`src/rtl/vmem_arbiter.sv`:
```
// vmem_arbiter: shares the frame-buffer controller command port between the video read
// path (priority) and the USB write path. Define ARB_STATS_EN to add grant counters.
module vmem_arbiter #(
  parameter int ADDR_W        = 25,
  parameter int DATA_W        = 16,
  parameter int BURST_LEN     = 8,
  parameter int WR_STARVE_MAX = 4
) (
  input  logic              mem_clock,
  input  logic              reset,
  input  logic              mem_ready,
  input  logic              rd_req,
  input  logic [ADDR_W-1:0] rd_addr,
  output logic              rd_ack,
  input  logic              wr_req,
  input  logic [ADDR_W-1:0] wr_addr,
  output logic              wr_ack,
  input  logic [DATA_W-1:0] wr_data,
  output logic              wr_data_rd,
  output logic              cmd_valid,
  output logic              cmd_write,
  output logic [ADDR_W-1:0] cmd_addr,
  input  logic              cmd_ack,
  input  logic              cmd_wdata_req,
  output logic [DATA_W-1:0] cmd_wdata
`ifdef ARB_STATS_EN
  ,
  output logic [15:0]       rd_grant_cnt,
  output logic [15:0]       wr_grant_cnt
`endif
);

  localparam int BEAT_W   = (BURST_LEN > 1) ? $clog2(BURST_LEN) : 1;
  localparam int STARVE_W = $clog2(WR_STARVE_MAX + 1);
  localparam logic [BEAT_W-1:0]   LAST_BEAT  = BEAT_W'(BURST_LEN - 1);
  localparam logic [STARVE_W-1:0] STARVE_MAX = STARVE_W'(WR_STARVE_MAX);

  typedef enum logic [1:0] {IDLE, RD_CMD, WR_CMD, WR_DATA} state_t;

  state_t              r_state, w_next_state;
  logic                r_cmd_valid, w_next_valid;
  logic                r_cmd_write, w_next_write;
  logic [ADDR_W-1:0]   r_cmd_addr, w_next_addr;
  logic [BEAT_W-1:0]   r_beat_cnt, w_next_beat;
  logic [STARVE_W-1:0] r_starve_cnt, w_next_starve;
  logic                w_wr_wins;

  always_ff @(posedge mem_clock or posedge reset) begin
    if (reset) begin
      r_state      <= IDLE;
      r_cmd_valid  <= 1'b0;
      r_cmd_write  <= 1'b0;
      r_cmd_addr   <= '0;
      r_beat_cnt   <= '0;
      r_starve_cnt <= '0;
    end else begin
      r_state      <= w_next_state;
      r_cmd_valid  <= w_next_valid;
      r_cmd_write  <= w_next_write;
      r_cmd_addr   <= w_next_addr;
      r_beat_cnt   <= w_next_beat;
      r_starve_cnt <= w_next_starve;
    end
  end

  // Writes only beat a pending read once reads have starved them WR_STARVE_MAX times.
  always_comb begin
    w_next_state  = r_state;
    w_next_valid  = r_cmd_valid;
    w_next_write  = r_cmd_write;
    w_next_addr   = r_cmd_addr;
    w_next_beat   = r_beat_cnt;
    w_next_starve = r_starve_cnt;
    rd_ack        = 1'b0;
    wr_ack        = 1'b0;
    wr_data_rd    = 1'b0;
    cmd_wdata     = '0;
    w_wr_wins     = wr_req && (!rd_req || (r_starve_cnt == STARVE_MAX));
    case (r_state)
      IDLE: begin
        if (mem_ready) begin
          if (w_wr_wins) begin
            w_next_state  = WR_CMD;
            w_next_valid  = 1'b1;
            w_next_write  = 1'b1;
            w_next_addr   = wr_addr;
            w_next_starve = '0;
          end else if (rd_req) begin
            w_next_state = RD_CMD;
            w_next_valid = 1'b1;
            w_next_write = 1'b0;
            w_next_addr  = rd_addr;
            if (wr_req && (r_starve_cnt != STARVE_MAX)) begin
              w_next_starve = r_starve_cnt + 1'b1;
            end
          end
        end
      end
      RD_CMD: begin
        rd_ack = cmd_ack;
        if (cmd_ack) begin
          w_next_valid = 1'b0;
          w_next_state = IDLE;
        end
      end
      WR_CMD: begin
        wr_ack = cmd_ack;
        if (cmd_ack) begin
          w_next_valid = 1'b0;
          w_next_beat  = '0;
          w_next_state = WR_DATA;
        end
      end
      WR_DATA: begin
        cmd_wdata  = wr_data;
        wr_data_rd = cmd_wdata_req;
        if (cmd_wdata_req) begin
          w_next_beat = r_beat_cnt + 1'b1;
          if (r_beat_cnt == LAST_BEAT) begin
            w_next_state = IDLE;
          end
        end
      end
      default: w_next_state = IDLE;
    endcase
  end

  assign cmd_valid = r_cmd_valid;
  assign cmd_write = r_cmd_write;
  assign cmd_addr  = r_cmd_addr;

`ifdef ARB_STATS_EN
  logic [15:0] r_rd_grant_cnt, r_wr_grant_cnt;

  always_ff @(posedge mem_clock or posedge reset) begin
    if (reset) begin
      r_rd_grant_cnt <= '0;
      r_wr_grant_cnt <= '0;
    end else begin
      if (rd_ack && (r_rd_grant_cnt != 16'hFFFF)) r_rd_grant_cnt <= r_rd_grant_cnt + 16'd1;
      if (wr_ack && (r_wr_grant_cnt != 16'hFFFF)) r_wr_grant_cnt <= r_wr_grant_cnt + 16'd1;
    end
  end

  assign rd_grant_cnt = r_rd_grant_cnt;
  assign wr_grant_cnt = r_wr_grant_cnt;
`endif

endmodule

```
`config.mk`:
```
export PLATFORM = sky130hd
export DESIGN_NAME = vmem_arbiter
export DESIGN_NICKNAME = d
export VERILOG_FILES = /design/src/rtl/vmem_arbiter.sv
export SDC_FILE = /design/constraint.sdc
export NUM_CORES = 1
export LEC_CHECK = 0
export CORE_ASPECT_RATIO = 0.8
export CORE_MARGIN = 3
export CORE_UTILIZATION = 35
export DETAILED_ROUTE_END_ITERATION = 7
export MAX_ROUTING_LAYER = met4
export PLACE_DENSITY = 0.82
export SETUP_SLACK_MARGIN = 0.02
export SYNTH_ARGS = -nofsm -noshare
export SYNTH_HDL_FRONTEND = slang
export SYNTH_SLANG_ARGS = --single-unit
```
`constraint.sdc`:
```
create_clock -name mem_clock -period 1.7 [get_ports mem_clock]
set_input_delay 0.34 -clock mem_clock [delete_from_list [all_inputs] [get_ports mem_clock]]
set_output_delay 0.34 -clock mem_clock [all_outputs]
set_load 0.01 [all_outputs]
```
==> impl_metrics.json <==
{
  "antenna_cells": 0,
  "fp-row-count": 24,
  "power_switching_uw": 1903,
  "yosysTopAreaCellShare_pct": 41.67,
  "vias": 2357,
  "cts-root-buf": "clkbuf_8",
  "initial_utilization_pct": 37.43,
  "clkSinkCount": 35,
  "grt_antenna_before_repair": 0,
  "final_layout_size_suffix_gt1_share_pct": 28.13,
  "status": "complete, but fails checks",
  "die_w_um": 92.65,
  "swShare_pct": 36.10,
  "min-delay-path-class": "in2async",
  "hold_viol_final": 0,
  "syn_area_um2": 2102,
  "coreArea_um2": 5615,
  "die_area_um2": 6978,
  "crit_path_start_kind": "flop",
  "synthCells": 238,
  "power_uw": 5271,
  "yosys_warnings": 0,
  "synth_fp_nets": 320,
  "final_area_um2": 4003,
  "grt_max_degree": 37,
  "wl_per_cell_um": 17.86,
  "synth_seq_cells": 35,
  "clock_latency_ns": 0.28,
  "worstMarginPinSlew_ns": 0.5571,
  "clkPwrFrac_pct": 11.6,
  "fin_ws_ns": -0.07510,
  "ios": 119,
  "grt_pass1_vias": 2264,
  "cp_max_fo": 2,
  "grt_pass1_wl_um": 10980,
  "synthArstFlopShare_pct": 100.0,
  "nNetsFinal": 466,
  "critPathMaxStageDelay_ns": 0.40,
  "avgSynthCellArea_um2": 8.832,
  "track_usage_pct": 20.37,
  "grt-ovfl-total": 0,
  "drc": 0,
  "fmax_mhz": 563.3,
  "portBuffers": 118,
  "crit_chain": "buf_6 > buf_6 > ha_4 > o21ba_4 > a221oi_4 > mux2_4",
  "power_leakage_uw": 0.001693,
  "routabilityCongestion": 0.8037,
  "fin_skew_ns": 0.002717,
  "syn_to_final_growth_pct": 90.42,
  "drv_cap": 0,
  "tritoncts": "done",
  "ir_drop_uv": 670.2,
  "wl_um": 8252,
  "critPathSlowestCell": "dfrtp_1",
  "comb_power_share_pct": 60.4,
  "die_h_um": 75.32,
  "yosysTopAreaCell": "dfrtp_1",
  "ant_nets": 0,
  "cts_buffers": 5,
  "place_area_um2": 3475,
  "period_minus_slack_ns": 1.775,
  "failed_checks": "negative setup slack",
  "ys_top_cells_by_area": "dfrtp_1 (42%), nand2_1 (9.6%), o211ai_1 (9.3%)",
  "yosysUniqueCellTypes": 36,
  "cp_data_required_time_ns": 1.87,
  "seqPwrFrac_pct": 28.0,
  "dp_hpwl_um": 5051,
  "grt_setup_unrepaired": "true",
  "cp_top_family": "compound AO/OA/AOI/OAI gates",
  "via_per_inst": 5.102,
  "max-slew-margin-rel_pct": 62.70,
  "criticalPathCategory": "reg2reg",
  "synth-edff-count": 0,
  "period_share_pct": 104.4,
  "clk_pin_slew_worst_paths_ns": 0.07,
  "crit_path_end_kind": "flop",
  "internal_power_uw": 3368,
  "synth-seq-area-share_pct": 41.67,
  "ys.flop_type": "dfrtp_1",
  "htreeDepth": 2,
  "arrival_ns": 1.94,
  "drt_iter0_drc": 116,
  "crit_path_frequent_cell": "buf_6",
  "crit_buf_inv": 2,
  "maxSlewViolCount": 0,
  "cts_max_path_buffers": 2,
  "dr.pass1.iters": 4,
  "power.density_nw_per_um2": 1317,
  "setup_violations": 28
}
## placed cells by master (no fill, tap or decap), types with 6 or more instances in the layout
cell and instances:
nand2_1 44, o211ai_1 26, clkbuf_8 6, clkdlybuf4s50_1 98, dfrtp_1 35, inv_1 7
nand4_1 27, buf_6 32, buf_4 19, and2_4 16
## metrics by stage
stage	setup TNS (ns)	setup slack (ns)	hold slack, ns	util, %	instances
finish	-0.4303	-0.07510	0.4595	71.28	462
global route	-2.593	-0.09542	0.5105	71.28	462
CTS	-0.01516	-0.008589	0.4805	63.50	447
detailed placement	-7.141	-0.2306	0.4878	61.88	437
global placement	-4.982	-0.1723	0.4774	61.88	437
floorplan	0	0.04173	0.4441	-	238
## worst min-delay path, stage by stage
cell and delay, ns:
clkdlybuf4s50_1 0.40, inv_1 0.05, buf_4 0.38
## synth_stat cells (2+ instances only)
cell type	count
dfrtp_1	35
buf_6	4
o211ai_1	26
inv_1	9
nor2b_1	2
ha_1	9
nor2_1	2
a31oi_1	2
a21oi_1	5
mux2_2	3
and2_1	20
nand4_1	27
clkbuf_1	6
buf_2	8
o21ai_1	2
nand3_1	5
nand2_1	54
## power groups by stage
stage               logic, uW  clock network, uW  registers [uW]
global route             3380                655            1520
finish                   3180                614            1480
detailed placement       2370                  0            1420
CTS                      2480                621            1430
floorplan                 980                  0            1550
global placement         2300                  0            1410
## cell type report
type / instances / area (um2)
Tap cell: 78 / 97.59
Clock inverter: 1 / 5.005
Clock buffer: 6 / 82.58
Multi-Input combinational cell: 173 / 1241
Inverter: 9 / 38.79
Timing Repair Buffer: 160 / 1662
Sequential cell: 35 / 875.8
Fill cell: 423 / 1613
## metal layers
layer	up-vias	track usage (%)	share of wire, %
met1	1124	25.23	41
met5	-	-	0
met2	83	36.17	52
met3	15	3.258	5.1
met4	0	3.902	1.8
li1	1135	-	-
## flip-flops by register name, indices dropped and copies added (netlist names)
register,count
cmd_valid,1
r_beat_cnt,3
r_starve_cnt,3
r_state,2
cmd_write,1
cmd_addr,25
## logic make-up after synthesis
| family | share of synthesized area [%] |
|---|---|
| muxes | 1.607 |
| xor gates and xnor gates | 0.4167 |
| AOI/OAI and AO/OA | 16.37 |
| and+or+nand+nor | 27.08 |
| DFF | 41.67 |
| buffers and inverters | 7.499 |
| adders and majority gates | 5.357 |
## final timing paths
kind                              start               to  slack (ns)  cells after the start
setup / recovery             r_state[0]       r_state[1]       -0.08                      6
hold / removal                    reset    r_beat_cnt[2]        0.46                      3
setup reg to reg             r_state[0]       r_state[1]       -0.08                      6
hold reg to reg            cmd_addr[14]     cmd_addr[14]        0.50                      2
max in group asynchronous         reset  r_starve_cnt[1]        0.91                      3
min in group mem_clock     cmd_addr[14]     cmd_addr[14]        0.50                      2
## timing repair
item,CTS,global route
buffers inserted,3,9
resized for setup,92,68
setup endpoints to repair,48,36
hold endpoints to repair,0,0
pin swaps,3,19
cloned,0,6
hold buffers,0,0
No activity file was read; power rests on OpenSTA's default activity.
